[config.mk]
export PLATFORM = sky130hd
export DESIGN_NAME = uart_rx_engine
export DESIGN_NICKNAME = d
export VERILOG_FILES = /design/src/rtl/uart_rx_engine_pkg.sv /design/src/rtl/uart_bit_timer.sv /design/src/rtl/uart_rx_engine.sv
export SDC_FILE = /design/constraint.sdc
export NUM_CORES = 1
export LEC_CHECK = 0
export ABC_CLOCK_PERIOD_IN_PS = 2690
export CAP_MARGIN = 0
export CELL_PAD_IN_SITES_DETAIL_PLACEMENT = 0
export CELL_PAD_IN_SITES_GLOBAL_PLACEMENT = 1
export CORE_ASPECT_RATIO = 0.6
export CORE_UTILIZATION = 46
export CTS_BUF_LIST = sky130_fd_sc_hd__clkbuf_8
export DETAILED_ROUTE_END_ITERATION = 6
export GPL_TIMING_DRIVEN = 0
export PLACE_DENSITY = 0.85
export SYNTH_ARGS = -nofsm -noshare
export SYNTH_HDL_FRONTEND = slang
export SYNTH_SLANG_ARGS = --single-unit
[constraint.sdc]
create_clock -name clk -period 2.69 [get_ports clk]
set_input_delay 0.269 -clock clk [delete_from_list [all_inputs] [get_ports clk]]
set_output_delay 0.269 -clock clk [all_outputs]
set_load 0.1 [all_outputs]
[src/rtl/uart_rx_engine_pkg.sv]
// Shared definitions for the UART receive/transmit engines: state encodings,
// counter width default and the default baud_k table for a 100 MHz clock.
package uart_rx_engine_pkg;

  localparam int K_WIDTH_DEF = 19;

  typedef enum logic [1:0] {
    RX_IDLE  = 2'd0,
    RX_START = 2'd1,
    RX_DATA  = 2'd2,
    RX_STOP  = 2'd3
  } rx_state_t;

  // baud_k = round_down(100 MHz / baud) - 1 for the 12 selectable rates
  function automatic logic [K_WIDTH_DEF-1:0] default_baud_k(input logic [3:0] sel);
    logic [K_WIDTH_DEF-1:0] k;
    case (sel)
      4'd0:    k = 19'd333332; // 300
      4'd1:    k = 19'd166665; // 600
      4'd2:    k = 19'd83332;  // 1200
      4'd3:    k = 19'd41665;  // 2400
      4'd4:    k = 19'd20832;  // 4800
      4'd5:    k = 19'd10415;  // 9600
      4'd6:    k = 19'd6943;   // 14400
      4'd7:    k = 19'd5207;   // 19200
      4'd8:    k = 19'd2603;   // 38400
      4'd9:    k = 19'd1735;   // 57600
      4'd10:   k = 19'd867;    // 115200
      4'd11:   k = 19'd433;    // 230400
      default: k = 19'd10415;
    endcase
    return k;
  endfunction

endpackage

[src/rtl/uart_bit_timer.sv]
// Bit-time counter shared by the receive and transmit engines: counts up from a
// clear, flagging the half-bit and full-bit points of the current bit time.
module uart_bit_timer
  import uart_rx_engine_pkg::*;
#(
  parameter int K_WIDTH = K_WIDTH_DEF
) (
  input  logic               clk,
  input  logic               reset,
  input  logic               clear,
  input  logic [K_WIDTH-1:0] limit,
  output logic               mid_tick,
  output logic               bit_tick
);

  logic [K_WIDTH-1:0] cnt_reg;

  // The owning FSM clears on every tick, so the counter never wraps.
  always_ff @(posedge clk or posedge reset) begin
    if (reset) begin
      cnt_reg <= '0;
    end else if (clear) begin
      cnt_reg <= '0;
    end else begin
      cnt_reg <= cnt_reg + 1'b1;
    end
  end

  assign mid_tick = (cnt_reg == (limit >> 1));
  assign bit_tick = (cnt_reg == limit);

endmodule

[src/rtl/uart_rx_engine.sv]
// UART receive engine: synchronises rx, frames start/data/parity/stop bits and
// presents the character with a one-cycle rx_done plus parity/framing flags.
module uart_rx_engine
  import uart_rx_engine_pkg::*;
#(
  parameter int K_WIDTH = K_WIDTH_DEF
) (
  input  logic               clk,
  input  logic               reset,
  input  logic               rx,
  input  logic [K_WIDTH-1:0] baud_k,
  input  logic               eight,
  input  logic               pen,
  input  logic               ohel,
  output logic [7:0]         rx_data,
  output logic               rx_done,
  output logic               perr,
  output logic               ferr,
  output logic               busy
);

  rx_state_t          state_reg, state_next;
  logic               rx_meta_reg, rx_sync_reg;
  logic [K_WIDTH-1:0] baud_k_reg;
  logic               eight_reg, pen_reg, ohel_reg;
  logic [7:0]         shift_reg;
  logic [3:0]         bit_idx_reg;
  logic               p_rx_reg;
  logic [7:0]         rx_data_reg;
  logic               rx_done_reg, perr_reg, ferr_reg;

  logic               tmr_clear, mid_tick, bit_tick;
  logic               start_det, sample_data, sample_stop;
  logic [3:0]         last_idx, par_idx;
  logic [7:0]         char_c;

  always_ff @(posedge clk or posedge reset) begin
    if (reset) begin
      rx_meta_reg <= 1'b1;
      rx_sync_reg <= 1'b1;
    end else begin
      rx_meta_reg <= rx;
      rx_sync_reg <= rx_meta_reg;
    end
  end

  uart_bit_timer #(.K_WIDTH(K_WIDTH)) u_timer (
    .clk      (clk),
    .reset    (reset),
    .clear    (tmr_clear),
    .limit    (baud_k_reg),
    .mid_tick (mid_tick),
    .bit_tick (bit_tick)
  );

  // Index of the final data-or-parity bit, and of the parity bit when enabled
  assign last_idx = (eight_reg ? 4'd7 : 4'd6) + {3'b000, pen_reg};
  assign par_idx  = eight_reg ? 4'd8 : 4'd7;
  assign char_c   = eight_reg ? shift_reg : {1'b0, shift_reg[7:1]};

  always_ff @(posedge clk or posedge reset) begin
    if (reset) begin
      state_reg <= RX_IDLE;
    end else begin
      state_reg <= state_next;
    end
  end

  always_comb begin
    state_next  = state_reg;
    tmr_clear   = 1'b0;
    start_det   = 1'b0;
    sample_data = 1'b0;
    sample_stop = 1'b0;
    case (state_reg)
      RX_IDLE: begin
        tmr_clear = 1'b1;
        if (!rx_sync_reg) begin
          state_next = RX_START;
          start_det  = 1'b1;
        end
      end
      RX_START: begin
        if (mid_tick) begin
          tmr_clear  = 1'b1;
          state_next = rx_sync_reg ? RX_IDLE : RX_DATA;
        end
      end
      RX_DATA: begin
        if (bit_tick) begin
          tmr_clear   = 1'b1;
          sample_data = 1'b1;
          if (bit_idx_reg == last_idx) begin
            state_next = RX_STOP;
          end
        end
      end
      RX_STOP: begin
        if (bit_tick) begin
          tmr_clear   = 1'b1;
          sample_stop = 1'b1;
          state_next  = RX_IDLE;
        end
      end
      default: state_next = RX_IDLE;
    endcase
  end

  always_ff @(posedge clk or posedge reset) begin
    if (reset) begin
      baud_k_reg  <= '0;
      eight_reg   <= 1'b0;
      pen_reg     <= 1'b0;
      ohel_reg    <= 1'b0;
      shift_reg   <= '0;
      bit_idx_reg <= '0;
      p_rx_reg    <= 1'b0;
      rx_data_reg <= '0;
      rx_done_reg <= 1'b0;
      perr_reg    <= 1'b0;
      ferr_reg    <= 1'b0;
    end else begin
      rx_done_reg <= 1'b0;
      if (start_det) begin
        baud_k_reg  <= baud_k;
        eight_reg   <= eight;
        pen_reg     <= pen;
        ohel_reg    <= ohel;
        bit_idx_reg <= '0;
      end
      if (sample_data) begin
        bit_idx_reg <= bit_idx_reg + 1'b1;
        if (pen_reg && (bit_idx_reg == par_idx)) begin
          p_rx_reg <= rx_sync_reg;
        end else begin
          shift_reg <= {rx_sync_reg, shift_reg[7:1]};
        end
      end
      if (sample_stop) begin
        rx_done_reg <= 1'b1;
        rx_data_reg <= char_c;
        ferr_reg    <= ~rx_sync_reg;
        perr_reg    <= pen_reg & (^char_c ^ p_rx_reg ^ ohel_reg);
      end
    end
  end

  assign rx_data = rx_data_reg;
  assign rx_done = rx_done_reg;
  assign perr    = perr_reg;
  assign ferr    = ferr_reg;
  assign busy    = (state_reg != RX_IDLE);

endmodule
# Yosys cells after proc, flatten, opt, wreduce, memory -nomap -nowiden
# Cells that the tools add are included.
# word_totals
register_bits	69
latchBits	0
mem_bits_rw	0
mem_bits_ro	0
input_bits	25
out_inout_bits	12
n_memories	0
# classes
addsub	3
multipliers	0
div_mod_pow	0
order_cmp	0
eq_ne	12
shifts	0
mux	21
bitwise	5
reduce_logical	9
# ops
cell	count
19-bit by 1-bit adder with 19-bit output (second input constant)	1
19-bit by 18-bit == test with 1-bit output	1
19-bit == test	1
19-bit 2-to-1 mux	1
2-bit 2-to-1 mux	6
4-bit 2-to-1 mux	3
2-bit inequality test (second input constant)	5
4-bit == test	2
1-bit 2-to-1 mux	8
8-bit 2-to-1 mux	1
2-bit case mux with 4 select lines	1
8-bit parity	1
5-bit AND reduction	1
3-bit by 1-bit adder with 4-bit output	1
4-bit by 1-bit adder with 4-bit output (second input constant)	1
2-bit == test (second input constant)	2
2-bit AND reduction	2
2-bit nonzero test	2
1-bit case mux with 3 select lines	1
2-bit by 1-bit == test with 1-bit output (second input constant)	1
2-bit logical NOT	1
1-bit inverter	2
2-bit OR reduction	1
1-bit bitwise XOR	2
2 further kinds	2

# Logic depth before layout (Yosys ltp)
# Gate-level depths: netlist of the first run.
# logic_depth
word_depth	6
mapped_depth	8
mapped_depth_nobuf	6

# By module
# From an unflattened synthesis of the first run, not the netlist that was laid out.
# hier_totals
hier_cells	366
area_unflattened_um2	3657.3
# modules_own_cells
mod	n_inst	cells_per_inst	area_each_um2
uart_rx_engine	1	211	2215.9
uart_bit_timer	1	155	1441.4

# Worst setup path before layout of the first run
# OpenSTA, ideal clock, no wires.
# synth_timing
path_kind	reg2reg
from	register u_timer.cnt_reg[8]
to	register rx_data_reg[0] (netlist: rx_data[0])
arrival_time_ns	1.828
slack_ns	0.736
stages_incl_launch_ff	8
period_less_slack_ns	1.954
cell_sequence	dfrtp_1 > buf_6 > xor2_1 > nor4_2 > nand3_1 > nor3_2 > buf_6 > mux2_4
# synth_between
elab_chain_cells	3
# synth_rtl
item	line_no	rtl
start: declaration	uart_bit_timer.sv:16	logic [K_WIDTH-1:0] cnt_reg;
start signal: assignment	uart_bit_timer.sv:25	cnt_reg <= cnt_reg + 1'b1;
19-bit == test	uart_bit_timer.sv:30	assign bit_tick = (cnt_reg == limit);
1-bit 2-to-1 mux	uart_rx_engine.sv:99	if (bit_tick) begin
1-bit 2-to-1 mux	uart_rx_engine.sv:75	case (state_reg)
via sample_stop	uart_rx_engine.sv:33	logic start_det, sample_data, sample_stop;
end signal: assignment	uart_rx_engine.sv:141	rx_data_reg <= char_c;
end: declaration	uart_rx_engine.sv:29	logic [7:0] rx_data_reg;
# The timed path passes the listed nets, and every way through them passes these cells.
# A chain may end at the register's enable or synchronous reset.

# Final worst setup path of the first run
# layout_timing
from	register u_timer.cnt_reg[10]
to	register rx_data_reg[2] (netlist: rx_data[2])
# The elaborated chain is that of the path after synthesis.

==> flow_metrics.py, run 1 <==
metrics = {
    "synth": {
        "async_reset_ff_share_pct": 100.0,
        "synthTopCellsByArea": "dfrtp_1 (46%), xor2_1 (11%), nand2_1 (8.3%)",
        "yosysWarnings": 0,
        "yosysMostFrequentCell": "nand2_1",
        "synth_top_cell_by_area": "dfrtp_1",
        "syn_area_per_cell_sq_um": 10.35,
        "netlist_area_sq_um": 3664,
        "yosysSeqAreaShare_pct": 47.20,
        "synthTopCellsByCount": "nand2_1 (81), dfrtp_1 (67), xor2_1 (47), a21oi_1 (19), mux2_2 (18)",
        "yosysTopAreaCellShare_pct": 45.77,
        "ys_seq_elements": 69,
        "synth_edf_count": 0,
        "synth_fp_nets": 382,
        "synth_cell_types": 45,
        "synthCells": 354,
        "ys.flop_type": "dfrtp_1",
    },
    "timing": {
        "layout_min_cycle_time_ns": 2.391,
        "setup_viol": 0,
        "timing.final.crit_share_pct": 88.87,
        "clock_skew_ns": 0.005887,
        "rsz0062_at_grt": "false",
        "fmax_mhz": 418.3,
        "relSlewSlack_pct": 34.55,
        "worstMarginPinSlew_ns": 0.9787,
        "final.setup.tns_ns": 0,
        "hold_viol_final": 0,
        "hold_ws_ns": 0.3228,
        "final_max_slew_viol_count": 0,
    },
    "floorplan": {
        "die-area_sq_um": 8337,
        "die_w_um": 117.2,
        "fp-row-count": 24,
        "dieHeight_um": 71.13,
        "pin_count": 37,
        "initial_core_util_pct": 49.00,
        "coreArea_sq_um": 7477,
    },
    "cells_and_area": {
        "stdcell_area_sq_um": 4348,
        "synthToLayoutAreaGrowth_pct": 18.68,
        "drive_gt1_share_pct": 16.01,
        "antenna_cells": 0,
        "fin_util_pct": 58.15,
        "fin_nets": 429,
    },
    "global_routing": {
        "grt_pass1_wl_mm": 13.43,
        "grt_max_degree": 70,
        "grtUsageTotal_pct": 22.03,
        "grt_pass1_vias": 2609,
        "grt_antenna_before_repair": 0,
        "grt-ovfl-total": 0,
    },
    "clock_network": {
        "clkSinkCount": 69,
        "clk-insertion-delay-late_ns": 0.35,
        "numCtsBuffers": 9,
        "cts_buffer_depth": 2,
        "ctsHoldBuffers": 0,
        "cts_tree": "yes",
        "cts_max_level": 3,
        "post_cts_resized": 0,
        "clk_pin_slew_worst_paths_ns": 0.07,
        "cts_root_buf": "clkbuf_8",
        "postCtsSetupBuffers": 0,
    },
    "setup_path": {
        "worstPathArrival_ns": 2.62,
        "crit_fanout": 10,
        "worstSetupPathType": "flop to flop",
        "cp-end-kind": "flop",
        "critPathRequiredTime_ns": 2.92,
        "start_kind": "flop",
    },
    "route": {
        "dr.pass1.iters": 4,
        "drc": 0,
        "finalWirelength_mm": 8.000,
        "via_per_inst": 5.102,
        "wl_per_cell_um": 15.69,
        "antenna_left": 0,
        "drtIter0Drc": 149,
        "via_count": 2602,
    },
    "placement": {
        "placed_area_sq_um": 4156,
        "dpl.hpwl_mm": 5.766,
        "gp_congestion": 0.8383,
        "io_buffers": 36,
    },
    "power": {
        "powerDensity_nw_per_um2": 540.8,
        "power.internal_w": 0.001714,
        "power.share.sequential_pct": 49.4,
        "p_sw_w": 0.0006370,
        "pwr-share-comb_pct": 15.2,
        "p_clk_share_pct": 35.4,
        "vdd_drop_max_uv": 317.9,
        "switching_share_pct": 27.09,
        "power_leakage_nw": 2.058,
    },
    "hold_path": {
        "hp-class": "input port to flop",
    },
    "status": {
        "outcome": "complete, no violations",
    },
    "flow_run": {
        "cap_violations": 0,
    },
}
-- kinds of logic (layout without fill, tap and decap cells) --
logic type	count (synthesis)	count (layout)	share of synthesized area (%)
compound gates	30	30	4.714
xor+xnor	62	62	15.57
fa+ha+maj	3	3	1.025
buf+inv	29	81	4.405
flops	69	69	47.20
mux	27	27	8.675
simple gates	134	134	18.41
-- critical path: stages (launching register included) --
cell and delay, ns:
dfrtp_1 0.36, clkbuf_1 0.20, xor2_1 0.21, nor4_2 0.29
nand3_1 0.22, nor3_2 0.42, buf_6 0.25, mux2_4 0.32
-- metrics by stage --
step / setup slack (ns) / power, W / instances
global route: 0.1734 / 0.002472 / 510
detailed placement: 0.3527 / 0.001535 / 494
global placement: -0.5169 / 0.001526 / 494
finish: 0.2994 / 0.002352 / 510
floorplan: 0.6844 / 0.001431 / 354
CTS: 0.2898 / 0.002374 / 510
-- routing by layer --
| layer | GRT usage (%) | share of wire [%] | vias to the layer above | routed length (um) |
|---|---|---|---|---|
| met5 | 0 | 0 | - | 0 |
| met2 | 27.97 | 38 | 59 | 3046 |
| li1 | - | - | 1273 | - |
| met4 | 7.173 | 1.5 | 0 | 119 |
| met3 | 8.141 | 5.8 | 11 | 461 |
| met1 | 33.85 | 55 | 1259 | 4373 |
-- power groups by stage --
stage,sequential [W],combinational (W),clock [W]
2_1_floorplan,0.00116,0.000267,0
3_3_place_gp,0.00118,0.000349,0
3_5_place_dp,0.00118,0.000357,0
4_1_cts,0.00116,0.000360,0.000855
5_1_grt,0.00117,0.000404,0.000899
6_report,0.00116,0.000358,0.000832
-- layout by cell type (no fill, tap or decap), types with 2 or more instances in the layout --
master	n
a21oi_1	19
dfrtp_1	67
and3_1	3
nor4_1	6
inv_1	9
clkbuf_1	7
o21ai_0	4
mux2_4	5
buf_4	2
nor2_1	4
nor2b_1	2
o2111ai_1	2
nor3_1	4
mux2_2	18
dfstp_2	2
mux2i_1	4
clkbuf_8	10
buf_6	5
clkinv_2	4
xor2_1	47
nand2_1	81
nand3_1	12
nor4_2	4
xnor3_1	2
ha_1	3
clkdlybuf4s50_1	36
xnor2_1	13
buf_2	5
nand4_1	5
-- cell type report --
| type | instances | area (sq um) |
|---|---|---|
| sequential | 69 | 1729 |
| buffer | 20 | 127.6 |
| tap | 104 | 130.1 |
| clock inverter | 6 | 53.80 |
| inverter | 9 | 36.28 |
| timing repair buffer | 36 | 360.3 |
| fill | 680 | 3129 |
| clock buffer | 10 | 137.6 |
| multi-input combinational | 256 | 1773 |
-- final timing paths --
path	from	end	slack [ns]	cells past startpoint
max	u_timer.cnt_reg[10]	rx_data[2]	0.30	7
min	rx	rx_meta_reg	0.32	1
max reg2reg	u_timer.cnt_reg[10]	rx_data[2]	0.30	7
min reg2reg	rx_meta_reg	rx_sync_reg	0.36	0
max in group asynchronous	reset	baud_k_reg[3]	1.69	2
min in group asynchronous	reset	u_timer.cnt_reg[11]	0.44	2
(Power assumes the default switching activity.)
==> run 2, diff against run 1 <==
--- a/config.mk
+++ b/config.mk
@@ -12,6 +12,7 @@
 export CORE_ASPECT_RATIO = 0.6
 export CORE_UTILIZATION = 46
 export CTS_BUF_LIST = sky130_fd_sc_hd__clkbuf_8
+export CTS_CLUSTER_SIZE = 10
 export DETAILED_ROUTE_END_ITERATION = 6
 export GPL_TIMING_DRIVEN = 0
 export PLACE_DENSITY = 0.85
==> results of run 2 <==
Final layout, timing and power as in run 1 (identical DEF).
